[config.mk]
export PLATFORM = sky130hd
export DESIGN_NAME = mem_arbiter
export DESIGN_NICKNAME = d
export VERILOG_FILES = /design/src/rtl/mem_arbiter.sv
export SDC_FILE = /design/constraint.sdc
export NUM_CORES = 1
export LEC_CHECK = 0
export ABC_AREA = 0
export CORE_MARGIN = 4
export CORE_UTILIZATION = 44
export DETAILED_ROUTE_END_ITERATION = 6
export GPL_TIMING_DRIVEN = 0
export PLACE_DENSITY = 0.92
export SYNTH_ARGS = -nofsm -noshare
export SYNTH_HDL_FRONTEND = slang
export SYNTH_SLANG_ARGS = --single-unit
export TNS_END_PERCENT = 10
[constraint.sdc]
create_clock -name clk -period 3.35 [get_ports clk]
set_input_delay 0.335 -clock clk [delete_from_list [all_inputs] [get_ports clk]]
set_output_delay 0.335 -clock clk [all_outputs]
set_load 0.05 [all_outputs]
[src/rtl/mem_arbiter.sv]
// ---------------------------------------------------------------------------
// mem_arbiter
//
// Arbiter/sequencer for the unified multi-cycle memory shared by the IF and
// MEM pipeline stages. It grants one requester at a time, holds the memory
// transaction until m_ready, returns registered read data plus a one-cycle
// done pulse to the winner, and drives the IF / MEM stall signals.
//
// Optional feature macro: MEM_ARB_ALIGN_CHK_EN
//   defined   -> a granted request with address bit 0 set skips memory and
//                completes immediately with err=1 and its done pulse
//   undefined -> err is tied to 0
//
// Ports
//   clk, rst               clock (rising edge), async active-high reset
//   if_req/if_addr         instruction fetch request and PC
//   if_flush               taken branch/jump, cancels the pending fetch
//   mem_rd/mem_wr          MEM stage load/store request (mutually exclusive)
//   mem_addr/mem_wdata     data address / store data
//   m_rdata/m_ready        memory read data and completion pulse
//   m_en/m_wr              memory start strobe / write select
//   m_addr/m_wdata         latched transaction address / write data
//   if_data/mem_rdata      registered read data per requester
//   if_done/mem_done       one-cycle completion pulses
//   stall_if/stall_mem     stage stalls for the hazard unit
//   err                    misaligned-access pulse
// ---------------------------------------------------------------------------
module mem_arbiter #(
    parameter int ADDR_W = 16,
    parameter int DATA_W = 16
) (
    input  logic              clk,
    input  logic              rst,
    input  logic              if_req,
    input  logic [ADDR_W-1:0] if_addr,
    input  logic              if_flush,
    input  logic              mem_rd,
    input  logic              mem_wr,
    input  logic [ADDR_W-1:0] mem_addr,
    input  logic [DATA_W-1:0] mem_wdata,
    input  logic [DATA_W-1:0] m_rdata,
    input  logic              m_ready,
    output logic              m_en,
    output logic              m_wr,
    output logic [ADDR_W-1:0] m_addr,
    output logic [DATA_W-1:0] m_wdata,
    output logic [DATA_W-1:0] if_data,
    output logic [DATA_W-1:0] mem_rdata,
    output logic              if_done,
    output logic              mem_done,
    output logic              stall_if,
    output logic              stall_mem,
    output logic              err
);

    typedef enum logic [2:0] {
        S_IDLE,
        S_FETCH,
        S_DATA,
        S_RESP_F,
        S_RESP_D
    } state_t;

    state_t            r_state;
    state_t            w_state_nxt;

    logic              r_first;      // first cycle of FETCH/DATA, drives m_en
    logic              r_discard;    // fetch cancelled by a flush while in flight
    logic              r_wr;
    logic [ADDR_W-1:0] r_addr;
    logic [DATA_W-1:0] r_wdata;
    logic [DATA_W-1:0] r_if_data;
    logic [DATA_W-1:0] r_mem_rdata;

    logic              w_data_req;
    logic              w_fetch_req;
    logic              w_grant;
    logic [ADDR_W-1:0] w_req_addr;
    logic              w_misalign;

    // Data wins arbitration: the MEM-stage instruction is older than the fetch.
    assign w_data_req  = mem_rd | mem_wr;
    assign w_fetch_req = if_req & ~if_flush;
    assign w_grant     = (r_state == S_IDLE) & (w_data_req | w_fetch_req);
    assign w_req_addr  = w_data_req ? mem_addr : if_addr;

`ifdef MEM_ARB_ALIGN_CHK_EN
    assign w_misalign = w_req_addr[0];
`else
    assign w_misalign = 1'b0;
`endif

    // ---------------- state register ----------------
    // NOTE: flops use non-blocking assignments so every register samples the
    // pre-edge values of its inputs regardless of statement order.
    always_ff @(posedge clk or posedge rst) begin
        if (rst) begin
            r_state <= S_IDLE;
        end else begin
            r_state <= w_state_nxt;
        end
    end

    // ---------------- next-state logic ----------------
    always_comb begin
        // NOTE: assign a default before the case so no path leaves the
        // signal unassigned and a latch is never inferred.
        w_state_nxt = r_state;
        unique case (r_state)
            S_IDLE: begin
                if (w_data_req) begin
                    w_state_nxt = w_misalign ? S_RESP_D : S_DATA;
                end else if (w_fetch_req) begin
                    w_state_nxt = w_misalign ? S_RESP_F : S_FETCH;
                end
            end
            S_FETCH: begin
                if (m_ready) begin
                    w_state_nxt = r_discard ? S_IDLE : S_RESP_F;
                end
            end
            S_DATA: begin
                if (m_ready) begin
                    w_state_nxt = S_RESP_D;
                end
            end
            // Requests are not re-arbitrated here: the stage still presents
            // the request it has just been served until it advances.
            S_RESP_F, S_RESP_D: w_state_nxt = S_IDLE;
            default:            w_state_nxt = S_IDLE;
        endcase
    end

    // ---------------- outputs ----------------
    always_comb begin
        m_en     = r_first;
        if_done  = (r_state == S_RESP_F);
        mem_done = (r_state == S_RESP_D);
    end

    assign m_wr      = r_wr;
    assign m_addr    = r_addr;
    assign m_wdata   = r_wdata;
    assign if_data   = r_if_data;
    assign mem_rdata = r_mem_rdata;
    assign stall_if  = if_req & ~if_done;
    assign stall_mem = w_data_req & ~mem_done;

    // ---------------- transaction datapath ----------------
    // NOTE: the read-data holding registers are reset along with the control
    // flops because their zero value after reset is visible to the pipeline.
    always_ff @(posedge clk or posedge rst) begin
        if (rst) begin
            r_first     <= 1'b0;
            r_discard   <= 1'b0;
            r_wr        <= 1'b0;
            r_addr      <= '0;
            r_wdata     <= '0;
            r_if_data   <= '0;
            r_mem_rdata <= '0;
        end else begin
            r_first <= 1'b0;

            // Address, write data and direction are captured on the grant
            // edge and held for the whole transaction.
            if (w_grant) begin
                r_addr  <= w_req_addr;
                r_wr    <= mem_wr;
                r_first <= ~w_misalign;
                if (w_data_req) begin
                    r_wdata <= mem_wdata;
                end
            end

            if (r_state == S_FETCH) begin
                if (if_flush) begin
                    r_discard <= 1'b1;
                end
                if (m_ready) begin
                    r_discard <= 1'b0;
                    if (!r_discard) begin
                        r_if_data <= m_rdata;
                    end
                end
            end

            // Stores complete without touching the load data register.
            if ((r_state == S_DATA) && m_ready && !r_wr) begin
                r_mem_rdata <= m_rdata;
            end
        end
    end

`ifdef MEM_ARB_ALIGN_CHK_EN
    logic r_err;

    // err coincides with the done pulse of a misaligned, memory-less grant.
    always_ff @(posedge clk or posedge rst) begin
        if (rst) begin
            r_err <= 1'b0;
        end else begin
            r_err <= w_grant & w_misalign;
        end
    end

    assign err = r_err;
`else
    assign err = 1'b0;
`endif

endmodule

==> qor.csv, run 1 <==
stage;metric;value;unit
status;status;complete, no violations;
global_route;grt_max_degree;71;
global_route;overflow;0;
layout;area_growth;58.5;%
clock_network;cts_tree;yes;
synth;yosysUniqueCellTypes;30;
synth;synth_top_area_cell;dfrtp_1;
floorplan;num_rows;29;
power_and_ir_drop;finalPower;0.00561;W
floorplan;die-area;8200;um2
clock_network;cts_made_buffers;9;
route;via_per_inst;5.01;
synth;syn_inst;191;
floorplan;chipHeight;90.6;um
place;dp_hpwl;5420;um
clock_network;clk_latency;0.33;ns
timing;fin_crit;2.78;ns
timing;finalCritPeriodShare;0.830;
layout;multi_input_area;1160;um2
synth;yosys-top-cells-area;dfrtp_1 (58%), mux2_2 (26%), mux2_4 (4.5%);
timing;grt_setup_unrepaired;false;
timing;setup_viol;0;
clock_network;cts_root_buf;clkbuf_8;
synth;ys_ff_latch;70;
layout;final_cell_mix;clkdlybuf4s50_1 (140), mux2_2 (70), dfrtp_1 (70);
timing;fmax;0.360;GHz
synth;yosysWarnings;0;
floorplan;start_util;0.462;
layout;num-nets-final;413;
setup_path;cp_max_fo;10;
job;drv_cap;0;
setup_path;start_kind;primary input;
clock_network;clkSinkCount;70;
floorplan;core_area;6490;um2
clock_network;clk_pin_slew;0.06;ns
clock_network;cts_max_path_buffers;2;
timing;hold_viol;0;
route;drtIter0Drc;54;
global_route;grt_pass1_vias;2374;
layout;final_layout_size_suffix_gt1_frac;0.318;
global_route;antenna_found_initial;0;
clock_network;h-tree-depth;3;
place;io_buffers;140;
route;routed_wl;7200;um
route;via_count;2119;
min_path;min_from;if_data[3];
synth;yosysTopAreaCellShare;0.584;
clock_network;cts_resized;0;
timing;fin_skew;0.00574;ns
floorplan;die_w;90.6;um
synth;synth_area;3000;um2
setup_path;critPathRequiredTime;3.01;ns
timing;worst_pin_slew;0.845;ns
setup_path;critical_path_class;primary input to output port;
synth;syn_nets;262;
route;wl_per_cell;17.0;um
min_path;hold_class;flip-flop to flip-flop;
layout;fillers;442;
route;ant_nets;0;
layout;num_antenna_cells;0;
place;gp_congestion;0.823;
layout;register_area;1750;um2
timing;finalMaxSlewViolations;0;
route;first_pass_iters;4;
setup_path;rr_startpoint;r_state[1];
setup_path;endpoint_kind;output port;
route;drc;0;
timing;slew_headroom;0.437;
global_route;grt_pass1_wl;11800;um
power_and_ir_drop;p_leak;1.99;nW
setup_path;arrival;2.44;ns
global_route;track_usage;0.180;
synth;synth.avg_cell_area;15.7;um2
synth;synth-seq-area-share;0.584;
timing;fin_setup_tns;0;ns
power_and_ir_drop;powerDensity;1180;nW/um2
layout;final_common_cell;clkdlybuf4s50_1;
setup_path;crit_path_start;mem_wr;
clock_network;hold_buffers;0;
clock_network;cts_setup_buffers;0;
floorplan;io-pin-count;142;
power_and_ir_drop;ir_worst_vdd;742;uV
-- worst max-delay path, cell delays in order --
cell and delay (ns):
clkdlybuf4s50_1 0.49, nor2_2 0.49, buf_2 0.34, nor2_1 0.07, clkdlybuf4s50_1 0.70
-- final cells by class --
cell class,instances,area share
Sequential cell,70,0.368
Timing Repair Buffer,140,0.295
Multi-Input combinational cell,110,0.243
Clock buffer,12,0.0347
Tap cell,77,0.0203
Clock inverter,3,0.0189
Buffer,10,0.0184
Inverter,1,0.00132
-- metal layers --
metal	routed length, um	global-route usage
met1	2830	0.206
met2	3730	0.312
met3	541	0.0567
met4	91	0.0702
met5	0	0
-- registers in the layout (all words and copies together), names as in the netlist --
signal	flops
if_data	16
m_addr	16
m_en	1
m_wdata	16
m_wr	1
mem_rdata	16
r_discard	1
r_state	3
-- report_power, final --
group          total, W  switching [W]  leakage [nW]  internal [W]
registers       0.00149       0.000223         0.840       0.00126
clock network  0.000851       0.000299         0.129      0.000552
logic           0.00327        0.00199          1.02       0.00128
-- path summary, 6_finish.rpt --
kind                                     to  slack, ns  cells past startpoint
min in group asynchronous              m_en       0.53                      2
worst max register to register   if_data[6]       1.48                      5
worst max-delay path              stall_mem       0.57                      5
worst min register to register   if_data[3]       0.51                      1
max in group asynchronous       m_wdata[13]       2.27                      2
worst min-delay path             if_data[3]       0.51                      1
-- synthesized netlist by cell type (all sizes together) --
| cell | n |
|---|---|
| buf | 10 |
| and2 | 1 |
| nor2b | 2 |
| o22a | 2 |
| nor4b | 1 |
| nor3 | 3 |
| nand3 | 1 |
| conb | 1 |
| dfrtp | 70 |
| a21oi | 1 |
| nor3b | 2 |
| nand2b | 3 |
| inv | 1 |
| xor2 | 1 |
| or3 | 1 |
| nand2 | 1 |
| and4bb | 1 |
| o21ai | 2 |
| o32ai | 1 |
| mux2 | 81 |
| a32oi | 1 |
| nor2 | 4 |
-- per-stage QoR --
step	setup WS, ns	cells	hold slack [ns]	cell area, um2	util
finish	0.571	423	0.506	4760	0.732
global route	0.449	423	0.523	4760	0.732
CTS	0.565	423	0.510	4760	0.732
detailed placement	0.561	408	0.493	4500	0.693
global placement	0.162	408	0.467	4500	0.693
floorplan	0.739	191	0.470	3000	-
-- logic make-up (layout without fill, tap and decap cells) --
kind of cell	after synthesis	count (layout)	share of synthesized area
buffers and inverters	11	166	0.0304
multiplexers	81	81	0.315
flip-flops	70	70	0.584
AO/OA/AOI/OAI	7	7	0.0204
other	1	1	0.00125
XOR/XNOR	1	1	0.00292
AND/OR/NAND/NOR	20	20	0.0459
Note: power is estimated with default switching activity, not from simulation.
==> run 2, diff against run 1 <==
CORE_UTILIZATION = 41   (was 44)
PLACE_DENSITY = 0.87   (was 0.92)
clock period = 2.8 ns   (was 3.35 ns; I/O delays follow)
==> run 2 against run 1 <==
Net effect: sequential power grew 19%; largest cell class unchanged; wire length down 4.2%; clock skew barely moved; critical path type unchanged; flip-flop and latch count stayed put; die area rose by 6.7%; non-clock buffer count stayed put.
==> qor.csv, run 2 (same netlist as run 1, synthesis figures left out) <==
stage;metric;value;unit;change
place;gp_congestion;0.740;;-10%
clock_network;cts_root_buf;clkbuf_8;;
place;dp_hpwl;5240;um;-3.4%
timing;hold_viol;0;;unchanged
layout;final_common_cell;clkdlybuf4s50_1;;
timing;fin_skew;0.00556;ns;-0.000175 ns
power_and_ir_drop;powerDensity;1370;nW/um2;+16%
place;io_buffers;140;;unchanged
layout;multi_input_area;1160;um2;unchanged
setup_path;regToRegSetupSlack;0.94;ns;-0.54 ns
layout;final_cell_mix;clkdlybuf4s50_1 (140), mux2_2 (70), dfrtp_1 (70);;
layout;register_area;1750;um2;unchanged
route;drtIter0Drc;19;;-65%
layout;stdcell_area;4720;um2;-0.68%
setup_path;endpoint_kind;output port;;
clock_network;hold_buffers;0;;unchanged
setup_path;critPathRequiredTime;2.52;ns;-0.49 ns
global_route;track_usage;0.168;;-0.0118
job;drv_cap;0;;unchanged
setup_path;r2r_cells;5;;unchanged
global_route;grt_pass1_wl;11500;um;-2.2%
layout;final_layout_size_suffix_gt1_frac;0.317;;-0.000916
layout;fillers;514;;+16%
floorplan;start_util;0.432;;-0.0299
clock_network;clk_pin_slew;0.07;ns;about the same
floorplan;num_rows;30;;+3.4%
setup_path;crit_path_top_delay_cell;clkdlybuf4s50_1;;
floorplan;io-pin-count;142;;unchanged
setup_path;critical_path_class;primary input to output port;;
min_path;hold_class;primary input to asynchronous set/reset pin;;
setup_path;rr_startpoint;r_state[1];;
setup_path;critPathBufInv;3;;unchanged
floorplan;core_area;6940;um2;+6.9%
timing;setup_viol;0;;unchanged
layout;num_antenna_cells;0;;unchanged
layout;num-nets-final;413;;unchanged
floorplan;die_w;93.5;um;+3.3%
route;routed_wl;6890;um;-4.2%
status;status;complete, no violations;;
global_route;grt_max_degree;71;;unchanged
place;post-place-ws;0.143;ns;-0.418 ns
timing;slew_headroom;0.438;;+0.00160
timing;grt_setup_unrepaired;false;;
route;via_count;2110;;-0.42%
layout;fin_util;0.680;;-0.0520
global_route;grt_pass1_vias;2391;;+0.72%
global_route;antenna_found_initial;0;;unchanged
clock_network;cts_max_path_buffers;2;;unchanged
clock_network;cts_made_buffers;9;;unchanged
setup_path;cp_max_fo;10;;unchanged
route;first_pass_iters;2;;-2
timing;finalCritPeriodShare;0.945;;
route;drc;0;;unchanged
clock_network;cts_resized;0;;unchanged
power_and_ir_drop;ir_worst_vdd;753;uV;+1.5%
power_and_ir_drop;p_leak;1.95;nW;-1.8%
clock_network;clk_latency;0.33;ns;about the same
route;via_per_inst;4.76;;-4.9%
setup_path;worst_path_most_repeated_cell;clkdlybuf4s50_1;;
floorplan;die-area;8750;um2;+6.7%
place;postPlaceCellArea;4520;um2;+0.53%
global_route;overflow;0;;unchanged
floorplan;chipHeight;93.5;um;+3.3%
clock_network;cts_tree;yes;;
route;wl_per_cell;15.6;um;-8.6%
setup_path;cp_top_family;buffers and inverters;;
setup_path;max_stage_delay;0.70;ns;about the same
clock_network;cts_setup_buffers;0;;unchanged
clock_network;clkSinkCount;70;;unchanged
setup_path;r2r-end;if_data[0];;
clock_network;h-tree-depth;3;;unchanged
route;ant_nets;0;;unchanged
setup_path;path_depth;5;;unchanged
timing;finalMaxSlewViolations;0;;unchanged
timing;worst_pin_slew;0.842;ns;-0.00240 ns
setup_path;start_kind;primary input;;
timing;fin_crit;2.65;ns;
setup_path;worstPathCellList;clkdlybuf4s50_1 > nor2_2 > buf_2 > nor2_1 > clkdlybuf4s50_1;;
timing;setup_slack;0.155;ns;-0.416 ns
timing;fmax;0.378;GHz;
layout;area_growth;57.4;%;
setup_path;arrival;2.37;ns;-0.07 ns
[run 2: changes by cell type in the layout (fill, tap and decap cells not counted), sizes merged]
| cell | delta |
|---|---|
| clkbuf | -2 |
| bufinv | -2 |
| clkinv | +2 |
| clkinvlp | +2 |
| inv | +1 |
[run 2: how the worst max path moves through the flow]
stage | from | to | slack (ns)
floorplan | r_state[1] | stall_mem | 0.24
global placement | rst | m_wdata[2] | -0.34
detailed placement | mem_wr | stall_mem | 0.14
CTS | mem_wr | stall_mem | 0.13
global route | mem_wr | stall_mem | 0.04
finish | mem_wr | stall_mem | 0.15
[run 2: power by group]
part           switching [W]  leakage [nW]  total, W  internal [W]
combinational        0.00236          1.02   0.00390       0.00153
sequential          0.000258         0.840   0.00177       0.00151
clock               0.000382        0.0931  0.000800      0.000418
total                0.00300          1.95   0.00647       0.00346
[run 2: routing by layer]
| metal | vias up | global-route usage | routed length [um] |
|---|---|---|---|
| met1 | 1033 | 0.199 | 2720 |
| met3 | 8 | 0.0571 | 591 |
| met4 | 0 | 0.0590 | 77 |
| li1 | 981 | - | - |
| met5 | - | 0 | 0 |
| met2 | 88 | 0.284 | 3510 |
[run 2: metrics by stage]
step | hold slack, ns | cells | TNS, ns | total power [W]
floorplan | 0.415 | 191 | 0 | 0.00441
global placement | 0.469 | 427 | -23.35 | 0.00564
global route | 0.530 | 443 | 0 | 0.00680
CTS | 0.508 | 443 | 0 | 0.00654
finish | 0.477 | 443 | 0 | 0.00647
detailed placement | 0.491 | 427 | 0 | 0.00572
[run 2: area by class of cell]
cell class              instances  area share
inverters                       1     0.00132
flip-flops and latches         70       0.371
multi-input cells             110       0.245
plain buffers                  10      0.0185
repair buffers                140       0.297
clock buffers                  10      0.0270
clock inverters                 6      0.0151
well taps                      96      0.0254
[run 2: worst reg2reg max path: cells and delay by family, from the launching register on]
| kind | cells | cell delay, ns |
|---|---|---|
| AND/OR/NAND/NOR | 2 | 0.62 |
| multiplexers | 1 | 0.35 |
| flip-flops | 1 | 0.37 |
| buffers and inverters | 2 | 0.40 |
